<file path="config.mk">
export PLATFORM = sky130hd
export DESIGN_NAME = online_collector_r4
export DESIGN_NICKNAME = d
export VERILOG_FILES = /design/src/rtl/online_r4_pkg.sv /design/src/rtl/otf_step_r4.sv /design/src/rtl/online_collector_r4.sv
export SDC_FILE = /design/constraint.sdc
export NUM_CORES = 1
export LEC_CHECK = 0
export CAP_MARGIN = 15
export CORE_AREA = 2 2 96 98
export DETAILED_ROUTE_END_ITERATION = 10
export DIE_AREA = 0 0 98 100
export GPL_ROUTABILITY_DRIVEN = 0
export PLACE_DENSITY = 0.78
export SETUP_SLACK_MARGIN = 0.5
export SYNTH_ARGS = -nofsm -noshare
export SYNTH_HDL_FRONTEND = slang
export SYNTH_SLANG_ARGS = --single-unit
</file>
<file path="constraint.sdc">
create_clock -name clk -period 3.8 [get_ports clk]
set_input_delay 0.76 -clock clk [delete_from_list [all_inputs] [get_ports clk]]
set_output_delay 0.76 -clock clk [all_outputs]
set_load 0.005 [all_outputs]
</file>
<file path="src/rtl/online_r4_pkg.sv">
// ---------------------------------------------------------------------------
// online_r4_pkg
// Shared definitions for the radix-4 online digit datapath: digit width and
// type, legal digit range, collector FSM states and the result-width helper.
// Optional feature macro used by importers: ONLINE_DIGIT_CHECK_EN.
// ---------------------------------------------------------------------------
package online_r4_pkg;

  // Bits per signed digit; digits are two's complement in -3..+3
  localparam int C = 3;

  typedef logic signed [C-1:0] digit_t;

  localparam int DIGIT_MAX = 3;
  localparam int DIGIT_MIN = -3;

  typedef enum logic [1:0] {
    ST_IDLE,
    ST_SKIP,
    ST_COLLECT,
    ST_DONE
  } state_t;

  // A radix-4 value with ndig digits of magnitude <= 3 needs 2*ndig bits of
  // magnitude plus a sign bit.
  function automatic int result_width(input int ndig);
    return 2 * ndig + 1;
  endfunction

endpackage

</file>
<file path="src/rtl/otf_step_r4.sv">
// ---------------------------------------------------------------------------
// otf_step_r4
// One combinational on-the-fly conversion step for radix-4 signed digits.
// Q holds the converted prefix, QM holds Q - 1, so a negative digit never
// needs a borrow to ripple through the already converted bits.
// Ports:
//   q_i   - current Q (W bits, signed)
//   qm_i  - current QM = Q - 1 (W bits, signed)
//   d_i   - incoming digit (-3..+3)
//   q_o   - next Q
//   qm_o  - next QM
// ---------------------------------------------------------------------------
module otf_step_r4
  import online_r4_pkg::*;
#(
  parameter int W = 15
) (
  input  logic signed [W-1:0] q_i,
  input  logic signed [W-1:0] qm_i,
  input  digit_t              d_i,
  output logic signed [W-1:0] q_o,
  output logic signed [W-1:0] qm_o
);

  localparam logic signed [W-1:0] ONE   = W'(1);
  localparam logic signed [W-1:0] THREE = W'(3);
  localparam logic signed [W-1:0] FOUR  = W'(4);

  logic signed [W-1:0] dExt;
  logic signed [W-1:0] q4;
  logic signed [W-1:0] qm4;
  logic                dNeg;
  logic                dPos;

  // Append the digit to both candidate prefixes. A negative digit selects
  // the QM branch with a borrow already folded into 4+d / 3+d.
  always_comb begin
    dExt = {{(W-C){d_i[C-1]}}, d_i};
    q4   = q_i <<< 2;
    qm4  = qm_i <<< 2;
    dNeg = d_i[C-1];
    dPos = !d_i[C-1] && (d_i != '0);
    q_o  = dNeg ? (qm4 + dExt + FOUR) : (q4 + dExt);
    qm_o = dPos ? (q4 + dExt - ONE) : (qm4 + dExt + THREE);
  end

endmodule

</file>
<file path="src/rtl/online_collector_r4.sv">
// ---------------------------------------------------------------------------
// online_collector_r4
// Receiving end of a radix-4 online digit stream. After start, drops the
// first SKIP valid digits (online delay), then assembles NDIG MSD-first
// signed digits into a two's-complement result by on-the-fly conversion and
// also keeps the raw digit vector.
// Ports:
//   clk, reset      - clock, synchronous active-high reset
//   en              - global enable, all state holds when low
//   start           - one-cycle pulse starting a new word (aborts any word)
//   zi_valid, zi    - incoming digit and its qualifier
//   busy            - word in progress (skip or collect phase)
//   done            - one-cycle pulse, result/digits final
//   result          - sum of d_j * 4^(NDIG-j)
//   digits          - raw digits, first collected digit in MS field
//   err             - sticky illegal-digit (-4) flag
// Optional feature: define ONLINE_DIGIT_CHECK_EN to enable the -4 digit
// check and saturation; otherwise err is tied low.
// ---------------------------------------------------------------------------
module online_collector_r4
  import online_r4_pkg::*;
#(
  parameter  int NDIG = 7,
  parameter  int SKIP = 2,
  localparam int W    = result_width(NDIG)
) (
  input  logic                clk,
  input  logic                reset,
  input  logic                en,
  input  logic                start,
  input  logic                zi_valid,
  input  digit_t              zi,
  output logic                busy,
  output logic                done,
  output logic signed [W-1:0] result,
  output logic [NDIG*C-1:0]   digits,
  output logic                err
);

  localparam int CW = $clog2(NDIG + SKIP + 1);

  state_t              state_q, state_d;
  logic [CW-1:0]       cnt_q;
  logic signed [W-1:0] q_q, qm_q;
  logic signed [W-1:0] qNext, qmNext;
  logic signed [W-1:0] result_q;
  logic [NDIG*C-1:0]   digits_q;
  logic                done_q;
  logic                skipLast;
  logic                collectLast;
  digit_t              dEff;

`ifdef ONLINE_DIGIT_CHECK_EN
  logic illegalDigit;
  logic err_q;

  // A -4 digit is flagged and folded to -3 so the conversion stays in range.
  always_comb begin
    illegalDigit = (zi == digit_t'(DIGIT_MIN - 1));
    dEff         = illegalDigit ? digit_t'(DIGIT_MIN) : zi;
  end

  // Sticky error flag; only digits seen while collecting are inspected.
  always_ff @(posedge clk) begin
    if (reset) begin
      err_q <= 1'b0;
    end else if (en) begin
      if (start) begin
        err_q <= 1'b0;
      end else if (state_q == ST_COLLECT && zi_valid && illegalDigit) begin
        err_q <= 1'b1;
      end
    end
  end

  assign err = err_q;
`else
  assign dEff = zi;
  assign err  = 1'b0;
`endif

  otf_step_r4 #(
    .W(W)
  ) uOtf (
    .q_i  (q_q),
    .qm_i (qm_q),
    .d_i  (dEff),
    .q_o  (qNext),
    .qm_o (qmNext)
  );

  // Phase-end decodes: the counter is reused for the skip and collect phases.
  always_comb begin
    skipLast    = zi_valid && (cnt_q == CW'(SKIP - 1));
    collectLast = zi_valid && (cnt_q == CW'(NDIG - 1));
  end

  // State register; en low freezes the FSM.
  always_ff @(posedge clk) begin
    if (reset) begin
      state_q <= ST_IDLE;
    end else if (en) begin
      state_q <= state_d;
    end
  end

  // Next-state logic. start from any state restarts the word.
  always_comb begin
    state_d = state_q;
    if (start) begin
      state_d = (SKIP > 0) ? ST_SKIP : ST_COLLECT;
    end else begin
      case (state_q)
        ST_SKIP:    if (skipLast)    state_d = ST_COLLECT;
        ST_COLLECT: if (collectLast) state_d = ST_DONE;
        default:    state_d = state_q;
      endcase
    end
  end

  // Outputs decoded from state; done is masked while the block is disabled.
  always_comb begin
    busy = (state_q == ST_SKIP) || (state_q == ST_COLLECT);
    done = done_q && en;
  end

  // Datapath: counter, OTF registers, raw digit shifter and the final result
  // capture. The result is taken from the OTF output of the last digit so
  // done appears on the clock right after that digit.
  always_ff @(posedge clk) begin
    if (reset) begin
      cnt_q    <= '0;
      q_q      <= '0;
      qm_q     <= {W{1'b1}};
      result_q <= '0;
      digits_q <= '0;
      done_q   <= 1'b0;
    end else if (en) begin
      done_q <= 1'b0;
      if (start) begin
        cnt_q    <= '0;
        q_q      <= '0;
        qm_q     <= {W{1'b1}};
        digits_q <= '0;
      end else begin
        case (state_q)
          ST_SKIP: begin
            if (zi_valid) begin
              cnt_q <= skipLast ? '0 : cnt_q + 1'b1;
            end
          end
          ST_COLLECT: begin
            if (zi_valid) begin
              q_q      <= qNext;
              qm_q     <= qmNext;
              digits_q <= {digits_q[NDIG*C-C-1:0], zi};
              cnt_q    <= cnt_q + 1'b1;
              if (collectLast) begin
                result_q <= qNext;
                done_q   <= 1'b1;
              end
            end
          end
          default: ;
        endcase
      end
    end
  end

  assign result = result_q;
  assign digits = digits_q;

endmodule
</file>
=== After elaboration in Yosys (flattened, before gate mapping) ===
Index checks and enable logic that the tools add are counted.

* Flip-flop bits (word level): 69
* Bits of input ports: 8
* Output and inout port bits: 39
* Logic and storage cells: 60

* Add/sub/neg operators: 6
* Eq/ne operators: 8
* Muxes and demuxes: 24
* Bitwise gates (word level): 1
* Reduce and logical (&&, ||, !) cells: 14

{| class="wikitable"
|+ Operator list
! operator !! number
|-
| 13-bit 2-to-1 mux || 7
|-
| 21-bit 2-to-1 mux || 3
|-
| 15-bit by 3-bit adder with 15-bit output || 2
|-
| 4-bit 2-to-1 mux || 4
|-
| 15-bit by 4-bit adder with 15-bit output, second input constant || 1
|-
| 15-bit 2-to-1 mux || 1
|-
| 13-bit by 3-bit adder with 13-bit output, second input constant || 1
|-
| 13-bit by 2-bit subtractor with 13-bit output, second input constant || 1
|-
| 3-bit != test, second input constant || 4
|-
| 4-bit one-hot mux with 2 select lines || 1
|-
| 4-bit AND reduction || 2
|-
| 2-bit 2-to-1 mux || 3
|-
| 3-bit nonzero test || 2
|-
| 5-bit AND reduction || 1
|-
| 4-bit by 1-bit adder with 4-bit output, second input constant || 1
|-
| 4-bit by 1-bit equality test with 1-bit output, second input constant || 1
|-
| 4-bit by 3-bit equality test with 1-bit output, second input constant || 1
|-
| 1-bit logical AND || 4
|-
| 1-bit 2-to-1 mux || 4
|-
| 2-bit one-hot mux with 2 select lines || 1
|-
| 2-bit nonzero test || 2
|-
| 3-bit AND reduction || 1
|-
| 2-bit by 1-bit equality test with 1-bit output, second input constant || 1
|-
| 2-bit equality test, second input constant || 1
|-
| other kinds (3) || 3
|}

=== Depth between registers and ports, before layout ===
* Depth after elaboration: 6
* Gate-level depth with buffers: 13
* Depth with buffers taken out: 13

=== Modules after synthesis ===
A second synthesis with hierarchy kept.

* Cell total of the unflattened synthesis: 569
* Area total of the unflattened synthesis: 4738.3 µm²

{| class="wikitable"
|+ Modules (own cells, without submodules)
! module !! times used !! cells an instance !! area an instance (µm²) !! seq. area each (µm²)
|-
| online_collector_r4 || 1 || 279 || 2703.8 || 1461.4
|-
| otf_step_r4 || 1 || 290 || 2034.5 || 0.0
|}

=== Worst setup path after synthesis ===
No wires, ideal clock.

* Kind: input to register
* Start: input port zi[2]
* End: register qm_q[12]
* Library setup time: 120 ps
* Arrival: 3828 ps
* Data required time: 3680 ps
* Setup slack: -148 ps
* Stages: 12
* Buffers on the path: 1
* Cells stage by stage: buf_1 inv_1 fa_1 xnor2_1 nand2_1 nor3_1 nand3_1 nor4_2 a21boi_2 mux2_2 a211oi_1 nor2_1

* Longest elaborated chain between the ends: 6
* Elaborated cells on any way between the ends: 11
* Those cells by class: add/sub (4); mux (4); reduce/logical (3)

{| class="wikitable"
|+ Ends and longest elaborated chain
! element !! RTL line !! RTL
|-
| from (decl) || online_collector_r4.sv:32 || <nowiki>input digit_t zi,</nowiki>
|-
| 15-bit by 3-bit adder with 15-bit output (tied with other cells) || -- ||
|-
| 13-bit by 3-bit adder with 13-bit output (tied with other cells) || otf_step_r4.sv:44 || <nowiki>qm_o = dPos ? (q4 + dExt - ONE) : (qm4 + dExt + THREE);</nowiki>
|-
| 13-bit 2-to-1 mux * || otf_step_r4.sv:44 ||
|-
| 13-bit 2-to-1 mux * || online_collector_r4.sv:153 || <nowiki>if (zi_valid) begin</nowiki>
|-
| 13-bit 2-to-1 mux * || online_collector_r4.sv:146 || <nowiki>case (state_q)</nowiki>
|-
| 13-bit 2-to-1 mux * || online_collector_r4.sv:140 || <nowiki>if (start) begin</nowiki>
|-
| to (signal assigned) || online_collector_r4.sv:134 || <nowiki>qm_q <= {W{1'b1}};</nowiki>
|-
| to (signal assigned) || online_collector_r4.sv:143 || <nowiki>qm_q <= {W{1'b1}};</nowiki>
|-
| to (signal assigned) || online_collector_r4.sv:155 || <nowiki>qm_q <= qmNext;</nowiki>
|-
| to (decl) || online_collector_r4.sv:44 || <nowiki>logic signed [W-1:0] q_q, qm_q;</nowiki>
|}

Mark *: on every way between the ends. The rest lies on a longest branch, timed or not. The select of a mux whose other input is x is not followed.
A chain may end at the register's enable or synchronous reset.

=== Worst setup path after layout ===
* Start: input port zi[2]
* End: register qm_q[11]

Same word-level chain as after synthesis.

==> run summary <==
Area contributors post-synth -> dfxtp_1 (30%), ha_1 (8.7%), nor2_1 (6.2%)
die height -> 100 um
Worst Hold Class -> register to register
grt ovf -> 0
Setup crit start kind -> input pin
CP peak stage delay -> 0.46 ns
Yosys top cell area share -> 0.300
CTS tree -> yes
RSZ-0062 raised after global routing -> yes
Mapped Cells -> 568
1st-iter DRT viols -> 278
crit-path cells -> buf_12 > buf_8 > inv_4 > fa_2 > nand2b_4 > a2111oi_4 > a211oi_4 > a221o_1 > or4_4 > or3_1 > xnor2_1 > nand2_1 > a31oi_1
fin crit period -> 3.24 ns
fin nets -> 671
First-pass DRT Iterations -> 4
HPWL after DPL -> 8.41 mm
Port Buffers -> 45
largest net degree at the start of global routing -> 56
CTS root buf -> clkbuf_8
most common cell after layout, fill and taps aside -> nor2_1
Vias -> 4469
All-Layer GR Usage -> 0.242
Setup CP Type -> input pin to register
Avg Vias per Cell -> 5.99
outcome -> completed
actual slew at the worst max-slew pin -> 0.608 ns
Post-synth ARST share -> 0
peak supply drop -> 0.000244 V
final wirelength -> 11.8 mm
most frequent cells in the layout -> nor2_1 (72), dfxtp_1 (67), nand2_1 (51)
H-tree lvl count -> 3
WL/cell -> 15.8 um
Hold Violations, Final -> 0
hold bufs inserted after CTS -> 0
Antenna Violating Nets Remaining -> 0
Post-synth EDFFs -> 0
first-pass GRT wire length -> 19.8 mm
final worst path period share -> 0.853
Place WS -> -0.00758 ns
setup violators final -> 0
Clock Latency Late Sink -> 0.35 ns
worst path arrival time -> 3.52 ns
DR DRC count -> 0
Top FF cell, synth -> dfxtp_1
area delta synth->final -> 25.6%
Crit-path slowest cell -> or4_4
Synth area leader -> dfxtp_1
Critical Path RT -> 4.07 ns
number of synthesized register bits -> 67
n_diodes -> 0
Seq/Total Area, Yosys -> 0.300
power per cell area -> 327 nW/um2
vias in the first global route -> 4234
cell area after synthesis -> 4470 um2
initial core utilization -> 0.503
Rows -> 35
synth warn -> 0
Slew Viols, Final -> 0
syn_nets -> 609
ratio of cells with drive above 1 in the final layout -> 0.154
Leak -> 0.00215 uW
hold_ws -> 0.457 ns
fmax -> 0.308 GHz
Num CTS Buffers -> 9
synth unique cells -> 66
Mapped Avg Cell Area -> 7.88 um2
CTS Buffer Depth -> 2
CP max FO -> 5
Setup Skew -> 0.0125 ns
Worst setup EP type -> register
max_cap viols -> 0
setup slack after layout -> 0.558 ns
fin cells -> 746
initial antenna violation count -> 0
Core Box Area -> 8890 um2
slew margin rel. -> 0.595
Filler Cells Inserted -> 754
die width -> 98 um
die area -> 9800 um2
cell count after placement -> 724
CTS Sinks -> 67
Clk pin slew, worst setup/hold paths -> 0.07 ns
Ports -> 47
## cell usage after synthesis, types with 4 or more instances
library cell,n
nor3_1,23
a211oi_1,8
nand2b_1,6
clkbuf_1,28
a31oi_1,7
o21a_1,4
or3_1,9
o21ai_0,28
a21o_1,9
o211ai_1,6
o22ai_1,5
mux2i_1,9
ha_1,31
nor3b_1,9
nand2_1,51
dfxtp_1,67
nor2_1,74
nand3_1,11
a22oi_1,27
xnor2_1,21
xor2_1,10
a21oi_1,38
inv_1,19
## layer usage
layer	track usage	vias up	share of wire
li1	-	2177	-
met1	0.314	2146	0.44
met2	0.419	128	0.50
met3	0.0369	18	0.045
met4	0.0759	0	0.011
met5	0	-	0
## critical path, delay by kind of cell
kind            cells  cell delay (ns)
xor+xnor            1             0.15
simple gates        4             1.05
compound gates      4             0.93
buf+inv             3             0.24
fa+ha+maj           1             0.38
## sequential cells by signal (all words and copies together) (netlist names)
register and count:
qm_q 13, state_q 2, q_q 13, done_q 1
digits 19, cnt_q 4, result 15
## path summary, 6_finish.rpt
kind / from / to / slack, ns / depth (start not counted)
max: zi[2] / qm_q[11] / 0.56 / 13
min: result[7] / result[7] / 0.46 / 2
max reg2reg: qm_q[0] / qm_q[11] / 0.63 / 12
min reg2reg: result[7] / result[7] / 0.46 / 2
## cell families after synthesis
group                      Yosys count  synth area share
other                                1          0.000838
muxes                               10            0.0227
xor gates and xnor gates            31            0.0607
adders and majority gates           33            0.0956
AOI/OAI and AO/OA                  164             0.249
DFF                                 67             0.300
and+or+nand+nor                    209             0.224
buffers and inverters               53            0.0470
## stage by stage
| step | util | TNS, ns | power (uW) | cell area, um2 |
|---|---|---|---|---|
| 5_1_grt | 0.632 | 0 | 1930 | 5620 |
| 3_5_place_dp | 0.590 | -0.00758 | 1230 | 5250 |
| 6_report | 0.632 | 0 | 1840 | 5620 |
| 2_1_floorplan | - | 0 | 1090 | 4550 |
| 3_3_place_gp | 0.590 | 0 | 1210 | 5250 |
| 4_1_cts | 0.625 | 0 | 1830 | 5560 |
## power by group
part           total [uW]  switching (uW)  internal, uW
registers             725            10.0           715
clock network         585             285           300
logic                 528             298           230
total                1840             594          1240
## final cells by class
type                    instances  area, um2  share of cell area
well taps                     111        139              0.0247
clock buffers                   9        124              0.0220
flip-flops and latches         67       1340               0.239
repair buffers                 85        796               0.142
inverters                      19       73.8              0.0131
clock inverters                 7       68.8              0.0122
multi-input cells             448       3080               0.547
## repair_timing
item | CTS | global route
endpoints found under the setup margin | 7 | 11
pin swaps | 4 | 6
setup buffers | 4 | 1
gates cloned | 1 | 0
gates resized for setup | 11 | 14
Note: power is estimated with default switching activity, not from simulation.
